File: config.mk
export PLATFORM = sky130hd
export DESIGN_NAME = spi_master
export DESIGN_NICKNAME = d
export VERILOG_FILES = /design/src/rtl/spi_pkg.sv /design/src/rtl/spi_clkgen.sv /design/src/rtl/spi_master.sv
export SDC_FILE = /design/constraint.sdc
export NUM_CORES = 1
export LEC_CHECK = 0
export CAP_MARGIN = 20
export CORE_UTILIZATION = 55
export DETAILED_ROUTE_END_ITERATION = 8
export GPL_ROUTABILITY_DRIVEN = 0
export PLACE_DENSITY = 0.84
export SLEW_MARGIN = 15
export SYNTH_ARGS = -nofsm -noshare
export SYNTH_HDL_FRONTEND = slang
export SYNTH_HIERARCHICAL = 1
export SYNTH_SLANG_ARGS = --single-unit
File: constraint.sdc
create_clock -name clk -period 3.8 [get_ports clk]
set_input_delay 0.76 -clock clk [delete_from_list [all_inputs] [get_ports clk]]
set_output_delay 0.76 -clock clk [all_outputs]
set_load 0.03 [all_outputs]
File: src/rtl/spi_pkg.sv
// Shared types and widths for the SPI master and its clock generator.
package spi_pkg;

    localparam int FRAME_BITS = 16;
    localparam int ADDR_W     = 7;
    localparam int DATA_W     = 8;

    typedef enum logic [2:0] {
        IDLE,
        SETUP,
        SHIFT,
        HOLD,
        DONE
    } state_t;

endpackage

File: src/rtl/spi_clkgen.sv
// Half-period tick generator: tick is high on the last clk cycle of every
// CLK_DIV-cycle interval. reload restarts the interval so each FSM state
// begins with a full half-period.
module spi_clkgen #(
    parameter int CLK_DIV = 4
) (
    input  logic clk,
    input  logic rst_n,
    input  logic reload,
    output logic tick
);

    localparam logic [7:0] DIV_LAST = 8'(CLK_DIV - 1);

    logic [7:0] div_cnt;

    assign tick = (div_cnt == DIV_LAST);

    // Divider counter: restarts on reload or at the end of each half-period, so it never wraps.
    always_ff @(posedge clk or negedge rst_n) begin
        if (!rst_n) begin
            div_cnt <= 8'd0;
        end else if (reload || tick) begin
            div_cnt <= 8'd0;
        end else begin
            div_cnt <= div_cnt + 8'd1;
        end
    end

endmodule

File: src/rtl/spi_master.sv
// Mode-0 SPI master issuing one 16-bit frame per request:
// {addr[6:0], rw, data[7:0]}, MSB first. Reads return the last 8 bits
// sampled from miso. Outputs decode directly from state so an asynchronous
// reset shows on the pins in the same cycle.
module spi_master
    import spi_pkg::*;
#(
    parameter int CLK_DIV = 4
) (
    input  logic              clk,
    input  logic              rst_n,
    input  logic              start,
    input  logic              rw,
    input  logic [ADDR_W-1:0] addr,
    input  logic [DATA_W-1:0] wdata,
    output logic              busy,
    output logic              done,
    output logic [DATA_W-1:0] rdata,
    output logic              sclk,
    output logic              cs_n,
    output logic              mosi,
    input  logic              miso
);

    state_t                  state;
    state_t                  state_nxt;
    logic                    tick;
    logic                    reload;
    logic                    half_low;
    logic [4:0]              bit_cnt;
    logic                    last_bit;
    logic [FRAME_BITS-1:0]   frame;
    logic [DATA_W-1:0]       rx;
    logic                    rw_q;

    spi_clkgen #(
        .CLK_DIV (CLK_DIV)
    ) u_clkgen (
        .clk    (clk),
        .rst_n  (rst_n),
        .reload (reload),
        .tick   (tick)
    );

    assign last_bit = (bit_cnt == 5'(FRAME_BITS - 1));
    // Every state entry restarts both the divider and the bit counter.
    assign reload   = (state_nxt != state);

    // State register.
    always_ff @(posedge clk or negedge rst_n) begin
        if (!rst_n) begin
            state <= IDLE;
        end else begin
            state <= state_nxt;
        end
    end

    // Next-state decode; a request is only looked at while IDLE.
    always_comb begin
        state_nxt = state;
        case (state)
            IDLE:    if (start) state_nxt = SETUP;
            SETUP:   if (tick) state_nxt = SHIFT;
            SHIFT:   if (tick && half_low && last_bit) state_nxt = HOLD;
            HOLD:    if (tick) state_nxt = DONE;
            DONE:    state_nxt = IDLE;
            default: state_nxt = IDLE;
        endcase
    end

    // Frame shifter, miso capture, SCLK phase and bit counting.
    // The frame shifts at the end of each high phase so mosi moves exactly
    // when sclk falls; miso is taken on that same last high cycle.
    always_ff @(posedge clk or negedge rst_n) begin
        if (!rst_n) begin
            frame    <= '0;
            rx       <= '0;
            rw_q     <= 1'b0;
            rdata    <= '0;
            half_low <= 1'b0;
            bit_cnt  <= 5'd0;
        end else begin
            case (state)
                IDLE: begin
                    if (start) begin
                        rw_q  <= rw;
                        frame <= {addr, rw, (rw ? {DATA_W{1'b0}} : wdata)};
                    end
                end
                SHIFT: begin
                    if (tick) begin
                        if (!half_low) begin
                            half_low <= 1'b1;
                            frame    <= {frame[FRAME_BITS-2:0], 1'b0};
                            rx       <= {rx[DATA_W-2:0], miso};
                        end else begin
                            half_low <= 1'b0;
                            bit_cnt  <= bit_cnt + 5'd1;
                        end
                    end
                end
                HOLD: begin
                    // Loaded on the way into DONE so rdata is valid alongside done.
                    if (tick && rw_q) rdata <= rx;
                end
                default: ;
            endcase
            if (reload) begin
                half_low <= 1'b0;
                bit_cnt  <= 5'd0;
            end
        end
    end

    assign busy = (state != IDLE);
    assign done = (state == DONE);
    assign cs_n = (state == IDLE) || (state == DONE);
    assign sclk = (state == SHIFT) && !half_low;
    assign mosi = (state == SETUP || state == SHIFT || state == HOLD) ? frame[FRAME_BITS-1] : 1'b0;

endmodule

==> results.json <==
{
  "rsz0062_at_grt": "false",
  "power.internal_uw": 1140,
  "cp.required_ps": 3990,
  "wire_per_inst_um": 14.4,
  "power.density_nw_per_um2": 587,
  "status": "finished, final reports clean",
  "clkSinkCount": 50,
  "clock-root-buffer": "clkbuf_8",
  "avgSynthCellArea_um2": 12.7,
  "ant_nets": 0,
  "cts-resized-gates": 0,
  "crit_chain": "ha_1 > or4b_4 > nor4_1 > buf_4 > nand4bb_1 > nor2_2 > mux2_2",
  "fin_util_pct": 66.9,
  "grt_pass1_vias": 1531,
  "tns_ps": 0,
  "drv_slew": 0,
  "grt_max_degree": 51,
  "tightest_slew_ps": 690,
  "drt_iter0_markers": 72,
  "synth_cells": 196,
  "critPathMaxStageDelay_ps": 480,
  "async_flop_share_pct": 100,
  "num-fill-cells": 302,
  "reg2reg_to": "rx[2]$_DFFE_PN0P_",
  "synth.cell_area_um2": 2490,
  "setup_violations": 0,
  "antenna_found_initial": 0,
  "post_cts_buffers": 0,
  "hold_viol": 0,
  "overflow": 0,
  "path_class": "reg2reg",
  "start_kind": "flop",
  "drc": 0,
  "ctsHoldBuffers": 0,
  "clock_latency_ps": 300,
  "synth-seq-area-share_pct": 50.3,
  "yosysTopAreaCellShare_pct": 50.3,
  "dominantRegCellSynth": "dfrtp_1",
  "synth_edf_count": 0,
  "syn-num-nets": 220,
  "worstPathArrival_ps": 2980,
  "fin_skew_ps": 5.80,
  "r2r_start": "u_clkgen/div_cnt[0]$_DFF_PN0_",
  "synthTopCellsByArea": "dfrtp_1 (50%), mux2_2 (14%), mux2_4 (4.8%)",
  "yosysMostFrequentCell": "dfrtp_1",
  "cp_top_family": "simple AND/OR/NAND/NOR gates",
  "crit_fanout": 10,
  "min_path_type": "in2async",
  "clkPwrFrac_pct": 18.3,
  "synth_seq_cells": 50,
  "nNetsFinal": 254,
  "reg2reg_depth": 7,
  "port_buffers": 32,
  "maxCapViolations": 0,
  "cts_buffers": 5,
  "clk_pin_slew_ps": 90,
  "fin_crit_sh_pct": 73.4,
  "p_leak_uw": 0.00129,
  "cp-end-kind": "flop",
  "die_area_um2": 4800,
  "yosys_warnings": 6,
  "yosys.area.top_type": "dfrtp_1",
  "cts_max_path_buffers": 2,
  "io_pins": 33,
  "p_seq_share_pct": 46.3,
  "fp.dieW_um": 69.3,
  "via_count": 1531,
  "rrSetupSlack_ps": 1010,
  "totalWireLength_mm": 4.08,
  "p_sw_uw": 572,
  "cts_max_level": 2,
  "slew_headroom_pct": 54.0,
  "initial_utilization_pct": 57.2,
  "grt_pass1_wl_mm": 7.17,
  "crit_slowest_cell": "or4b_4",
  "core_area_um2": 4350,
  "drive_above_1_share_pct": 25.5,
  "synth_common_cells": "dfrtp_1 (50), mux2_2 (32), inv_1 (10)",
  "grt_usage_pct": 19.0,
  "worstPathBufferInverterCount": 1,
  "comb_power_share_pct": 35.4,
  "areaGrowthSynthToFinish_pct": 16.9,
  "die_height_um": 69.3,
  "synth_cell_types": 40,
  "irDropWorstVdd_uv": 369,
  "fmax_ghz": 0.358,
  "rows": 24,
  "fin_crit_ps": 2790,
  "p_sw_share_pct": 33.5,
  "routed_via_density": 5.41,
  "tritoncts": "built",
  "dp.final_hpwl_mm": 2.88,
  "first_pass_iters": 4,
  "diodes": 0
}
## registers in the layout, summed over array words and instances, names as in the netlist
name	flops
bit_cnt	5
frame	16
half_low	1
rdata	8
rw_q	1
rx	8
state	3
u_clkgen/div_cnt	8
## layer usage
| layer | wire length [um] | part of all wire [%] | track usage [%] |
|---|---|---|---|
| met2 | 1960 | 48 | 29.7 |
| met1 | 1950 | 48 | 26.7 |
| met3 | 120 | 2.9 | 3.92 |
| met4 | 44 | 1.1 | 5.90 |
| met5 | 0 | 0 | 0 |
## worst max-delay path by stage
stage | start | end | slack (ps) | cells after the start
floorplan | u_clkgen/div_cnt[0]$_DFF_PN0_ | frame[0]$_DFFE_PN0P_ | 790 | 7
global placement | u_clkgen/div_cnt[0]$_DFF_PN0_ | rx[7]$_DFFE_PN0P_ | 1100 | 7
detailed placement | u_clkgen/div_cnt[0]$_DFF_PN0_ | rx[4]$_DFFE_PN0P_ | 1010 | 7
CTS | u_clkgen/div_cnt[0]$_DFF_PN0_ | rx[4]$_DFFE_PN0P_ | 1010 | 7
global route | u_clkgen/div_cnt[0]$_DFF_PN0_ | rx[6]$_DFFE_PN0P_ | 800 | 7
finish | u_clkgen/div_cnt[0]$_DFF_PN0_ | rx[2]$_DFFE_PN0P_ | 1010 | 7
## worst register-to-register path, cell delays in order, from the launching register on
cell and delay, ps:
dfrtp_1 430, ha_1 180, or4b_4 480, nor4_1 190, buf_4 210, nand4bb_1 350, nor2_2 450, mux2_2 390
## logic make-up (layout without fill, tap and decap cells)
family                     count (synthesis)  after routing  share of synthesized area, %
muxes                                     48             48                          22.5
AOI/OAI and AO/OA                         21             21                          6.28
DFF                                       50             50                          50.3
xor gates and xnor gates                   5              5                          1.76
adders and majority gates                  4              4                          2.01
buffers and inverters                     18             53                          4.52
and+or+nand+nor                           50             50                          12.7
## power groups by stage
stage | combinational, uW | clock, uW | sequential, uW
after floorplan | 519 | 0 | 750
after global placement | 596 | 0 | 792
after detailed placement | 609 | 0 | 800
after CTS | 611 | 321 | 790
after global routing | 659 | 343 | 812
final | 604 | 313 | 792
## per-stage QoR
step / total power (uW) / worst slack, ps / area [um2] / std cells / hold WS, ps
global route: 1810 / 798 / 2910 / 283 / 519
floorplan: 1270 / 791 / 2490 / 196 / 464
finish: 1710 / 1010 / 2910 / 283 / 472
CTS: 1720 / 1010 / 2910 / 283 / 512
global placement: 1390 / 1100 / 2820 / 275 / 484
detailed placement: 1410 / 1010 / 2820 / 275 / 492
## cell type report
type                       instances  area [um2]  share of cell area [%]
timing repair buffer              35         340                    11.7
tap                               52        65.1                    2.23
multi-input combinational        128        1130                    38.7
clock inverter                     1        5.00                   0.172
inverter                          10        37.5                    1.29
sequential                        50        1250                    43.0
clock buffer                       7        86.3                    2.97
## cells in the final DEF, fill, tap and decap left out, types with 3 or more instances in the layout
master / n
dfrtp_1: 50
ha_1: 4
nor2b_1: 5
a21oi_1: 7
nor2_1: 9
mux2_4: 8
buf_4: 4
mux2_2: 32
nand4_1: 4
clkbuf_8: 6
inv_1: 10
mux2i_1: 8
nand3_1: 5
or3_1: 6
o21ai_0: 7
nand2_1: 6
xor2_1: 3
clkdlybuf4s50_1: 31
(Power assumes the default switching activity.)
